`src/rtl/mxrv_csr_ctrl_pkg.sv`:
```
// Shared types and constants for the CSR access controller.
package mxrv_csr_ctrl_pkg;

    // Zicsr operation codes as presented by execute
    typedef enum logic [1:0] {
        CsrOpNone = 2'b00,
        CsrOpRw   = 2'b01,
        CsrOpRs   = 2'b10,
        CsrOpRc   = 2'b11
    } csr_op_e;

    // Controller sequencing states
    typedef enum logic [1:0] {
        StIdle  = 2'b00,
        StRead  = 2'b01,
        StWrite = 2'b10,
        StResp  = 2'b11
    } csr_state_e;

    localparam logic [11:0] CSR_MSTATUS   = 12'h300;
    localparam logic [11:0] CSR_MISA      = 12'h301;
    localparam logic [11:0] CSR_MVENDORID = 12'hF11;

    // Top two address bits 2'b11 mark the read-only CSR space
    function automatic logic is_ro_space(input logic [1:0] addr_top);
        return addr_top == 2'b11;
    endfunction

endpackage

```
`src/rtl/mxrv_csr_ctrl_alu.sv`:
```
// Combinational new-value computation for CSRRW/CSRRS/CSRRC.
module mxrv_csr_ctrl_alu
    import mxrv_csr_ctrl_pkg::*;
#(
    parameter int unsigned DATA_W = 32
) (
    input  csr_op_e           op,
    input  logic [DATA_W-1:0] old_val,
    input  logic [DATA_W-1:0] src_val,
    output logic [DATA_W-1:0] new_val,
    output logic              write_needed
);

    // Set/clear with a zero source is a pure read and must not touch the CSR
    always_comb begin
        new_val      = old_val;
        write_needed = 1'b0;
        unique case (op)
            CsrOpRw: begin
                new_val      = src_val;
                write_needed = 1'b1;
            end
            CsrOpRs: begin
                new_val      = old_val | src_val;
                write_needed = |src_val;
            end
            CsrOpRc: begin
                new_val      = old_val & ~src_val;
                write_needed = |src_val;
            end
            CsrOpNone: begin
                new_val      = old_val;
                write_needed = 1'b0;
            end
        endcase
    end

endmodule

```
`src/rtl/mxrv_csr_ctrl.sv`:
```
// Initiator side of the CSR register-file port: sequences one Zicsr op as
// read -> optional write -> response, stalling the PC while busy.
module mxrv_csr_ctrl
    import mxrv_csr_ctrl_pkg::*;
#(
    parameter int unsigned ADDR_W   = 12,
    parameter int unsigned DATA_W   = 32,
    parameter bit          RO_CHECK = 1'b1
) (
    input  logic              clk,
    input  logic              rst_n,
    input  logic              req_valid_i,
    output logic              req_ready_o,
    input  logic [1:0]        req_op_i,
    input  logic [ADDR_W-1:0] req_addr_i,
    input  logic [DATA_W-1:0] req_src_i,
    output logic              rsp_valid_o,
    input  logic              rsp_ready_i,
    output logic [DATA_W-1:0] rsp_rdata_o,
    output logic              rsp_err_o,
    output logic [ADDR_W-1:0] csr_addr_o,
    output logic              csr_we_o,
    output logic [DATA_W-1:0] csr_wdata_o,
    input  logic [DATA_W-1:0] csr_rdata_i,
    output logic              hold_flag_o
);

    csr_state_e        state_q, state_d;
    csr_op_e           op_q, op_d;
    logic [ADDR_W-1:0] addr_q, addr_d;
    logic [DATA_W-1:0] src_q, src_d;
    logic [DATA_W-1:0] old_q, old_d;
    logic [DATA_W-1:0] new_q, new_d;
    logic              err_q, err_d;

    logic [DATA_W-1:0] alu_new;
    logic              alu_need;
    logic              ro_hit;

    mxrv_csr_ctrl_alu #(
        .DATA_W (DATA_W)
    ) u_alu (
        .op           (op_q),
        .old_val      (csr_rdata_i),
        .src_val      (src_q),
        .new_val      (alu_new),
        .write_needed (alu_need)
    );

    assign ro_hit = RO_CHECK && is_ro_space(addr_q[ADDR_W-1 -: 2]);

    // State and latched-request registers; reset aborts any op in flight
    always_ff @(posedge clk or negedge rst_n) begin
        if (!rst_n) begin
            state_q <= StIdle;
            op_q    <= CsrOpNone;
            addr_q  <= '0;
            src_q   <= '0;
            old_q   <= '0;
            new_q   <= '0;
            err_q   <= 1'b0;
        end else begin
            state_q <= state_d;
            op_q    <= op_d;
            addr_q  <= addr_d;
            src_q   <= src_d;
            old_q   <= old_d;
            new_q   <= new_d;
            err_q   <= err_d;
        end
    end

    // Next-state and request/response capture
    always_comb begin
        state_d = state_q;
        op_d    = op_q;
        addr_d  = addr_q;
        src_d   = src_q;
        old_d   = old_q;
        new_d   = new_q;
        err_d   = err_q;
        unique case (state_q)
            StIdle: begin
                if (req_valid_i) begin
                    op_d   = csr_op_e'(req_op_i);
                    addr_d = req_addr_i;
                    src_d  = req_src_i;
                    new_d  = '0;
                    if (csr_op_e'(req_op_i) == CsrOpNone) begin
                        // Illegal op: answer straight away without touching the CSR port
                        old_d   = '0;
                        err_d   = 1'b1;
                        state_d = StResp;
                    end else begin
                        err_d   = 1'b0;
                        state_d = StRead;
                    end
                end
            end
            StRead: begin
                old_d = csr_rdata_i;
                new_d = alu_new;
                if (alu_need && ro_hit) begin
                    err_d   = 1'b1;
                    state_d = StResp;
                end else if (alu_need) begin
                    state_d = StWrite;
                end else begin
                    state_d = StResp;
                end
            end
            StWrite: begin
                state_d = StResp;
            end
            StResp: begin
                if (rsp_ready_i) begin
                    state_d = StIdle;
                end
            end
        endcase
    end

    // Port outputs decoded from state so reset removes csr_we_o immediately
    always_comb begin
        req_ready_o = 1'b0;
        hold_flag_o = 1'b1;
        csr_addr_o  = '0;
        csr_we_o    = 1'b0;
        csr_wdata_o = '0;
        rsp_valid_o = 1'b0;
        unique case (state_q)
            StIdle: begin
                req_ready_o = 1'b1;
                hold_flag_o = 1'b0;
            end
            StRead: begin
                csr_addr_o = addr_q;
            end
            StWrite: begin
                csr_addr_o  = addr_q;
                csr_we_o    = 1'b1;
                csr_wdata_o = new_q;
            end
            StResp: begin
                rsp_valid_o = 1'b1;
            end
        endcase
    end

    assign rsp_rdata_o = old_q;
    assign rsp_err_o   = err_q;

endmodule

```
`config.mk`:
```
export PLATFORM = sky130hd
export DESIGN_NAME = mxrv_csr_ctrl
export DESIGN_NICKNAME = d
export VERILOG_FILES = /design/src/rtl/mxrv_csr_ctrl_pkg.sv /design/src/rtl/mxrv_csr_ctrl_alu.sv /design/src/rtl/mxrv_csr_ctrl.sv
export SDC_FILE = /design/constraint.sdc
export NUM_CORES = 1
export LEC_CHECK = 0
export ABC_AREA = 0
export CORE_UTILIZATION = 50
export DETAILED_ROUTE_END_ITERATION = 8
export PLACE_DENSITY = 0.85
export SYNTH_ARGS = -nofsm -noshare
export SYNTH_HDL_FRONTEND = slang
export SYNTH_SLANG_ARGS = --single-unit
```
`constraint.sdc`:
```
create_clock -name clk -period 3.2 [get_ports clk]
set_input_delay 0.64 -clock clk [delete_from_list [all_inputs] [get_ports clk]]
set_output_delay 0.64 -clock clk [all_outputs]
set_load 0.01 [all_outputs]
```
==> impl_metrics.env <==
export IMPL_antenna_found_initial=0
export IMPL_startpoint_type="flop"
export IMPL_post_route_min_period_ns=2.93
export IMPL_totalPowerFinal_mw=8.55
export IMPL_num_io_pins=163
export IMPL_min_path_type="in2async"
export IMPL_setup_tns_ns=0
export IMPL_fin_crit_sh=0.915
export IMPL_ys_types=28
export IMPL_postSynthAreaPerCell_sq_um=10.2
export IMPL_die_w_um=103
export IMPL_async_flop_share=1.00
export IMPL_post_cts_setup_buffer_count=0
export IMPL_cts_tree="yes"
export IMPL_synth_enable_flop_cells=0
export IMPL_leakage_nw=3.19
export IMPL_syn_cell_area_sq_um=5150
export IMPL_syn2layout_area_growth_pct=48.0
export IMPL_cts_clk_slew_worst_paths_ns=0.05
export IMPL_routabilityCongestion=0.779
export IMPL_cp_cell_sequence="inv_1 -> ha_1 -> and2_1 -> clkdlybuf4s50_1"
export IMPL_cts_buffer_depth=2
export IMPL_ir_drop_mv=0.602
export IMPL_crit_type="reg2out"
export IMPL_diodes=0
export IMPL_ant_nets=0
export IMPL_wl_per_cell_um=18.2
export IMPL_wirelength_um=14700
export IMPL_cp_required_ns=2.56
export IMPL_hold_buffers=0
export IMPL_overflow=0
export IMPL_first_iter_violations=269
export IMPL_ctsResizeCount=0
export IMPL_grt_max_degree=58
export IMPL_max_stage_delay_ns=0.56
export IMPL_drv_cap=0
export IMPL_htreeDepth=4
export IMPL_yosysTopAreaCell="dfrtp_1"
export IMPL_drv_slew=0
export IMPL_synth_cells=506
export IMPL_synthFlopType="dfrtp_1"
export IMPL_ys_ff_latch=113
export IMPL_cellPowerDensity_nw_per_um2=1120
export IMPL_synth_top_area_share=0.549
export IMPL_clockRootBuffer="clkbuf_8"
export IMPL_hold_violations=0
export IMPL_port_buffers=162
export IMPL_drc=0
export IMPL_layout_common_cells="clkdlybuf4s50_1 (161), dfrtp_1 (113), nand2_1 (101), o21ai_0 (97), mux2_2 (45)"
export IMPL_fp_row_count=36
export IMPL_finalSetupViolCount=0
export IMPL_dr_pass1_iters=5
export IMPL_worst_endpoint_arrival_ns=2.29
export IMPL_skew_ns=0.0100
export IMPL_via_per_inst=5.69
export IMPL_drive_gt1_frac=0.136
export IMPL_die_y_um=103
export IMPL_rsz0062_at_grt="no"
export IMPL_fmax_mhz=342
export IMPL_grt_pass1_wl_um=23200
export IMPL_cp_max_fo=13
export IMPL_fin_util=0.772
export IMPL_timing_rr_start="state_q[0]"
export IMPL_die_area_sq_um=10700
export IMPL_clkSinkCount=113
export IMPL_ys_seq_area_frac=0.549
export IMPL_tightest_slew_ns=1.15
export IMPL_max_slew_margin=0.229
export IMPL_place_hpwl_um=9420
export IMPL_coreArea_sq_um=9860
export IMPL_synth_area_leaders="dfrtp_1 (55%), mux2_2 (9.8%), o21ai_0 (9.4%), nand2_1 (7.4%), and2_1 (5.5%)"
export IMPL_layout_commonest_cell="clkdlybuf4s50_1"
export IMPL_clock_latency_ns=0.52
export IMPL_fin_nets=747
export IMPL_via_count=4590
export IMPL_synth_nets=592
export IMPL_grt_pass1_vias=4679
export IMPL_start_util=0.522
export IMPL_crit_path_end_kind="output pin"
export IMPL_ys_warn_count=0
export IMPL_crit_start="state_q[0]"
export IMPL_grtUsageTotal=0.293
export IMPL_numCtsBuffers=17
export IMPL_crit_slowest_cell="clkdlybuf4s50_1"
export IMPL_status="finished, final reports clean"
## per-stage QoR
step / area, sq um / setup slack [ns] / instances / hold slack (ns)
3_3_place_gp: 6930 / 0.632 / 775 / 0.454
5_1_grt: 7620 / 0.119 / 807 / 0.188
4_1_cts: 7620 / 0.236 / 807 / 0.169
2_1_floorplan: 5150 / 1.22 / 506 / 0.344
3_5_place_dp: 6930 / 0.551 / 775 / 0.463
6_report: 7620 / 0.272 / 807 / 0.152
## critical path: cells and delay by family, from the launching register on
kind / cells / cell delay [ns]
buffers and inverters: 2 / 0.67
adders and majority gates: 1 / 0.48
DFF: 1 / 0.44
and+or+nand+nor: 1 / 0.19
## kinds of logic after synthesis
group	synth area share
simple gates	0.145
flops	0.549
fa+ha+maj	0.00973
compound gates	0.158
xor+xnor	0.00170
mux	0.104
buf+inv	0.0316
## flip-flops by register name (all words and copies together), names as in the netlist
register and cells:
new_q 32, rsp_rdata_o 32, src_q 32, addr_q 12
op_q 2, state_q 2, rsp_err_o 1
## routing by layer
metal | vias to the layer above | GRT usage | routed length [um]
li1 | 2071 | - | -
met5 | - | 0 | 0
met1 | 2267 | 0.344 | 5730
met2 | 230 | 0.511 | 7480
met3 | 22 | 0.0901 | 1230
met4 | 0 | 0.0975 | 220
## area by class of cell
type | instances | area [sq um]
Fill cell | 658 | 2250
Inverter | 4 | 15.0
Clock buffer | 21 | 459
Sequential cell | 113 | 2830
Tap cell | 133 | 166
Clock inverter | 11 | 230
Multi-Input combinational cell | 353 | 2200
Timing Repair Buffer | 172 | 1720
## path summary, 6_finish.rpt
| path | endpoint | slack, ns | cells after the start |
|---|---|---|---|
| max | csr_addr_o[3] | 0.27 | 4 |
| min | rsp_rdata_o[6] | 0.15 | 1 |
| max reg2reg | rsp_rdata_o[5] | 0.66 | 6 |
| min reg2reg | new_q[30] | 0.47 | 2 |
| max in group asynchronous | rsp_rdata_o[28] | 2.29 | 2 |
| min in group clk | new_q[30] | 0.47 | 2 |
## Yosys cell counts, types with 2 or more instances
cell type	count
inv_1	4
nand2b_1	2
ha_1	4
mux2i_1	3
nor4_1	6
a22oi_1	33
and2_1	45
o21ai_0	97
buf_2	10
nor2_1	2
mux2_2	45
nand2_1	101
a22o_1	2
dfrtp_1	113
clkbuf_1	26
## report_power, final
group          switching, mW  internal, mW
combinational           1.89          1.80
sequential             0.520          2.14
clock                  0.638          1.56
total                   3.05          5.50
Power figures use the tool's default switching activity.
